--- config.mk ---
export PLATFORM = sky130hd
export DESIGN_NAME = fetch_unit_flat
export DESIGN_NICKNAME = d
export VERILOG_FILES = /design/src/rtl/fetch_unit_if.sv /design/src/rtl/fetch_unit.sv /design/src/flat_wrapper.sv
export SDC_FILE = /design/constraint.sdc
export NUM_CORES = 1
export LEC_CHECK = 0
export ABC_AREA = 1
export BUFFER_PORTS_ARGS = -buffer_cell sky130_fd_sc_hd__buf_2
export CAP_MARGIN = 5
export CORE_MARGIN = 2
export CORE_UTILIZATION = 60
export CTS_CLUSTER_SIZE = 28
export DETAILED_ROUTE_END_ITERATION = 8
export GPL_TIMING_DRIVEN = 0
export MAX_ROUTING_LAYER = met4
export PLACE_DENSITY_LB_ADDON = 0.3
export REMOVE_ABC_BUFFERS = 1
export SLEW_MARGIN = 20
export SYNTH_ARGS = -nofsm -noshare
export SYNTH_HDL_FRONTEND = slang
export SYNTH_SLANG_ARGS = --single-unit
--- constraint.sdc ---
create_clock -name clk -period 6.21 [get_ports clk]
set_input_delay 0.3105 -clock clk [delete_from_list [all_inputs] [get_ports clk]]
set_output_delay 0.3105 -clock clk [all_outputs]
set_load 0.05 [all_outputs]
--- src/rtl/fetch_unit_if.sv ---
// Bundles the fetch unit's memory instruction port and its decode-side handshake.
// master = fetch unit, slave = memory plus decode.
interface fetch_unit_if;
    logic [31:0] pc_addr;
    logic        read_instr;
    logic [31:0] instr;
    logic        instr_ready;
    logic        if_valid;
    logic        if_ready;
    logic [31:0] if_pc;
    logic [31:0] if_instr;

    modport master (
        output pc_addr, read_instr, if_valid, if_pc, if_instr,
        input  instr, instr_ready, if_ready
    );

    modport slave (
        input  pc_addr, read_instr, if_valid, if_pc, if_instr,
        output instr, instr_ready, if_ready
    );
endinterface

--- src/rtl/fetch_unit.sv ---
// Instruction fetch stage: sequential PC generation, one outstanding memory request,
// an in-order {pc, instr} queue toward decode, and redirect handling with stale-response drop.
module fetch_unit #(
    parameter logic [31:0] RESET_PC    = 32'h0000_0000,
    parameter int unsigned QUEUE_DEPTH = 2
) (
    input  logic         clk,
    input  logic         rst_n,
    fetch_unit_if.master bus,
    input  logic         redirect,
    input  logic [31:0]  redirect_pc
);
    localparam int unsigned PTR_W = $clog2(QUEUE_DEPTH);
    localparam int unsigned CNT_W = PTR_W + 1;
    localparam logic [CNT_W-1:0] DEPTH_C = CNT_W'(QUEUE_DEPTH);

    typedef enum logic [1:0] {ISSUE, WAIT, DROP} state_t;

    state_t             state, state_d;
    logic [31:0]        pc_q, pc_d;
    logic [31:0]        target_q, target_d;
    logic               started;
    logic [PTR_W-1:0]   wr_ptr, rd_ptr;
    logic [CNT_W-1:0]   count;
    logic [31:0]        q_pc    [QUEUE_DEPTH];
    logic [31:0]        q_instr [QUEUE_DEPTH];
    logic               strobe, push, pop, head_valid;
    logic [31:0]        redir_aligned;

    assign redir_aligned = {redirect_pc[31:2], 2'b00};
    assign head_valid    = (count != '0);
    // A redirect voids any coincident pop: the whole queue is being flushed anyway.
    assign pop           = head_valid && bus.if_ready && !redirect;

    // NOTE: every signal driven here gets a default first so no path leaves one unassigned,
    // which would otherwise infer a latch.
    always_comb begin
        state_d  = state;
        pc_d     = pc_q;
        target_d = target_q;
        strobe   = 1'b0;
        push     = 1'b0;
        case (state)
            ISSUE: begin
                // At most one request outstanding, so nothing is in flight while in ISSUE.
                strobe = started && (count < DEPTH_C);
                if (redirect) begin
                    if (strobe) begin
                        target_d = redir_aligned;
                        state_d  = DROP;
                    end else begin
                        pc_d = redir_aligned;
                    end
                end else if (strobe) begin
                    state_d = WAIT;
                end
            end
            WAIT: begin
                if (redirect) begin
                    if (bus.instr_ready) begin
                        pc_d    = redir_aligned;
                        state_d = ISSUE;
                    end else begin
                        target_d = redir_aligned;
                        state_d  = DROP;
                    end
                end else if (bus.instr_ready) begin
                    push    = 1'b1;
                    pc_d    = pc_q + 32'd4;
                    state_d = ISSUE;
                end
            end
            DROP: begin
                // pc_addr stays on the stale request until its response arrives.
                if (redirect) begin
                    if (bus.instr_ready) begin
                        pc_d    = redir_aligned;
                        state_d = ISSUE;
                    end else begin
                        target_d = redir_aligned;
                    end
                end else if (bus.instr_ready) begin
                    pc_d    = target_q;
                    state_d = ISSUE;
                end
            end
            default: state_d = ISSUE;
        endcase
    end

    // NOTE: sequential state uses non-blocking assignments so every register samples
    // the pre-edge values regardless of statement order.
    always_ff @(posedge clk or negedge rst_n) begin
        if (!rst_n) begin
            state    <= ISSUE;
            started  <= 1'b0;
            pc_q     <= RESET_PC;
            target_q <= '0;
        end else begin
            state    <= state_d;
            started  <= 1'b1;
            pc_q     <= pc_d;
            target_q <= target_d;
        end
    end

    always_ff @(posedge clk or negedge rst_n) begin
        if (!rst_n) begin
            wr_ptr <= '0;
            rd_ptr <= '0;
            count  <= '0;
        end else if (redirect) begin
            wr_ptr <= '0;
            rd_ptr <= '0;
            count  <= '0;
        end else begin
            if (push) wr_ptr <= wr_ptr + PTR_W'(1);
            if (pop)  rd_ptr <= rd_ptr + PTR_W'(1);
            case ({push, pop})
                2'b10:   count <= count + CNT_W'(1);
                2'b01:   count <= count - CNT_W'(1);
                default: count <= count;
            endcase
        end
    end

    // NOTE: queue storage has no reset; the if_* outputs are masked by if_valid,
    // so unwritten entries are never observable.
    always_ff @(posedge clk) begin
        if (push) begin
            q_pc[wr_ptr]    <= pc_q;
            q_instr[wr_ptr] <= bus.instr;
        end
    end

    assign bus.pc_addr    = pc_q;
    assign bus.read_instr = strobe;
    assign bus.if_valid   = head_valid;
    assign bus.if_pc      = head_valid ? q_pc[rd_ptr]    : '0;
    assign bus.if_instr   = head_valid ? q_instr[rd_ptr] : '0;
endmodule

--- src/flat_wrapper.sv ---
// flat-port wrapper written by rule: the top's interface ports become plain ports
module fetch_unit_flat 
#(
    parameter logic [31:0] RESET_PC    = 32'h0000_0000,
    parameter int unsigned QUEUE_DEPTH = 2
)
  (clk, rst_n, redirect, redirect_pc, bus_pc_addr, bus_read_instr, bus_if_valid, bus_if_pc, bus_if_instr, bus_instr, bus_instr_ready, bus_if_ready);
  fetch_unit_if bus_i ();
  input  logic clk;
  input  logic rst_n;
  input  logic redirect;
  input  logic [31:0] redirect_pc;
  output wire logic [$bits(bus_i.pc_addr)-1:0] bus_pc_addr;
  output wire logic [$bits(bus_i.read_instr)-1:0] bus_read_instr;
  output wire logic [$bits(bus_i.if_valid)-1:0] bus_if_valid;
  output wire logic [$bits(bus_i.if_pc)-1:0] bus_if_pc;
  output wire logic [$bits(bus_i.if_instr)-1:0] bus_if_instr;
  input wire logic [$bits(bus_i.instr)-1:0] bus_instr;
  input wire logic [$bits(bus_i.instr_ready)-1:0] bus_instr_ready;
  input wire logic [$bits(bus_i.if_ready)-1:0] bus_if_ready;
  assign bus_pc_addr = bus_i.pc_addr;
  assign bus_read_instr = bus_i.read_instr;
  assign bus_if_valid = bus_i.if_valid;
  assign bus_if_pc = bus_i.if_pc;
  assign bus_if_instr = bus_i.if_instr;
  assign bus_i.instr = bus_instr;
  assign bus_i.instr_ready = bus_instr_ready;
  assign bus_i.if_ready = bus_if_ready;
  fetch_unit #(.RESET_PC(RESET_PC), .QUEUE_DEPTH(QUEUE_DEPTH)) u_core (.clk(clk), .rst_n(rst_n), .bus(bus_i), .redirect(redirect), .redirect_pc(redirect_pc));
endmodule
==> impl_metrics.tcl <==
set metrics [dict create \
    crit_arrival_ns 3.74 \
    fp-row-count 45 \
    period_needed_ns 3.383 \
    rsz0062_at_grt "no" \
    dp_hpwl_um 15500 \
    synth_cell_types 40 \
    clk_latency_ns 0.43 \
    initial_core_util 0.6183 \
    wirelength_um 22700 \
    grt_max_degree 67 \
    drt-vias-per-instance 5.481 \
    path_max_fanout 38 \
    totalNegativeSetupSlack_ns 0 \
    post_drt_wl_per_cell_um 15.97 \
    min_period_over_period 0.5448 \
    clock-sinks 197 \
    die_h_um 129.4 \
    dr.pass1.iters 6 \
    hold_viol 0 \
    dieArea_mm2 0.01674 \
    maxCapViolations 0 \
    antenna_found_initial 0 \
    outcome "finished, final reports clean" \
    grt_overflow 0 \
    cts.clk_slew.worst_paths_ns 0.07 \
    drive_gt1_frac 0.2015 \
    postSynth.asyncResetShare 0.3503 \
    ys.flop_type "edfxtp_1" \
    cp-end-kind "register" \
    die_x_um 129.4 \
    grt_pass1_wl_um 35980 \
    ir_worst_vdd_v 0.0005285 \
    final_nets 1272 \
    via_count 7794 \
    worst_hold_slack_ns 0.06038 \
    ys_warn_count 0 \
    drtIter0Drc 689 \
    postSynthCellCount 1047 \
    final_cell_mix "368 x nand2_1, 163 x buf_2, 128 x edfxtp_1" \
    placedCellCount 1389 \
    stdcell_count 1422 \
    clock_tree.buffer_depth 2 \
    synth_top_cell_by_area "edfxtp_1" \
    cts_setup_buffers 0 \
    slew_violations 0 \
    worst_setup_path_start_kind "register" \
    drc 0 \
    gp_congestion 0.8899 \
    cts_tree "yes" \
    synth_edf_count 128 \
    tightestPinTransition_ns 0.8076 \
    synth_area_mm2 0.009434 \
    synth_area_leaders "edfxtp_1 41%, dfrtp_1 18%, nand2_1 15%" \
    cts.repair.resized 0 \
    port_buffers 164 \
    cts_root_buffer "clkbuf_16" \
    ys_seq_elements 197 \
    utilization 0.7333 \
    leakage_uw 0.004827 \
    setup_viol 0 \
    drtAntennaViolNets 0 \
    yosysSeqAreaShare 0.5905 \
    io_pins 167 \
    track_usage 0.2862 \
    crit_type "register to register" \
    clock_skew_ns 0.006676 \
    slew_headroom 0.4603 \
    avgSynthCellArea_um2 9.011 \
    final_common_cell "nand2_1" \
    hp-class "input port to register" \
    cts_buffers 17 \
    fin_area_mm2 0.01119 \
    max_freq_mhz 295.6 \
    synthToLayoutAreaGrowth_pct 18.61 \
    diodes 0 \
    p_per_area_mw_per_mm2 555.9 \
    placed_area_mm2 0.01058 \
    first_global_vias 7270 \
    worstPathRequired_ns 6.57 \
    synth_top_cell_area_share 0.4074 \
    core_mm2 0.01526 \
    htree_levels 4 \
]
## registers in the layout (all words and copies together), names as in the netlist
name	count
u_core.q_instr	64
u_core.q_pc	64
u_core.bus.pc_addr	32
u_core.target_q	30
u_core.count	2
u_core.state	2
u_core.rd_ptr	1
u_core.started	1
u_core.wr_ptr	1
## per-stage QoR
| step | total power (µW) | setup slack [ns] |
|---|---|---|
| 3_3_place_gp | 4980 | 0.4221 |
| 3_5_place_dp | 5087 | 2.897 |
| 6_report | 6220 | 2.827 |
| 2_1_floorplan | 4211 | 1.963 |
| 5_1_grt | 6580 | 2.618 |
| 4_1_cts | 6219 | 2.867 |
## cell families (layout without fill, tap and decap cells)
kind of cell / Yosys count / after routing / synth area share
adders and majority gates: 5 / 5 / 0.006631
muxes: 4 / 4 / 0.004774
other: 1 / 1 / 0.0003975
and+or+nand+nor: 483 / 483 / 0.2086
AOI/OAI and AO/OA: 221 / 221 / 0.1286
DFF: 197 / 197 / 0.5905
buffers and inverters: 136 / 300 / 0.06048
## report_power, final
part,switching [µW],internal [µW],total [µW]
clock,487,641,1130
combinational,2250,766,3020
sequential,356,1720,2070
## layer usage
metal,vias up,track usage,part of all wire
met1,3604,0.3675,0.40
met2,347,0.4576,0.48
met4,0,0.1113,0.023
met5,-,-,0
met3,39,0.05120,0.092
li1,3804,-,-
## Yosys cell counts (all sizes together), types with 2 or more instances
cell type  count
a211oi         5
a21oi        120
a22o           2
a31oi          7
buf           32
clkbuf        15
dfrtp         69
edfxtp       128
ha             5
inv           88
mux2           4
nand2        372
nand3         36
nand3b         3
nor2          62
nor3           8
o211ai        10
o21ai         64
o21bai         2
o221ai         6
o22ai          3
## final timing paths
path	to	slack, ns	from	cells past startpoint
min	u_core.q_instr[0][9]	0.06	bus_instr[9]	1
min reg2reg	u_core.target_q[6]	0.49	u_core.target_q[6]	2
min in group asynchronous	u_core.target_q[3]	0.36	rst_n	2
max	u_core.target_q[22]	2.83	u_core.state[0]	9
max reg2reg	u_core.target_q[22]	2.83	u_core.state[0]	9
max in group asynchronous	u_core.target_q[20]	5.29	rst_n	3
## repair_timing
action,4_1_cts,5_1_grt
hold buffers,1,0
hold endpoints to repair,31,0
setup endpoints to repair,0,0
## area by class of cell
| cell class | instances | area (µm²) |
|---|---|---|
| clock inverters | 13 | 171.4 |
| flip-flops and latches | 197 | 5574 |
| inverters | 89 | 339.1 |
| repair buffers | 179 | 1085 |
| well taps | 211 | 264.0 |
| multi-input cells | 714 | 3323 |
| clock buffers | 19 | 432.9 |
| fillers | 1137 | 4069 |
## worst max-delay path, cell delays in order, from the launching register on
cell and delay, ns:
dfrtp_1 0.39, inv_1 0.09, ha_1 0.76, inv_2 0.50
o211ai_1 0.76, buf_4 0.30, buf_4 0.18, buf_4 0.18
nand2_1 0.06, o21ai_1 0.08
Note: power is estimated with default switching activity, not from simulation.
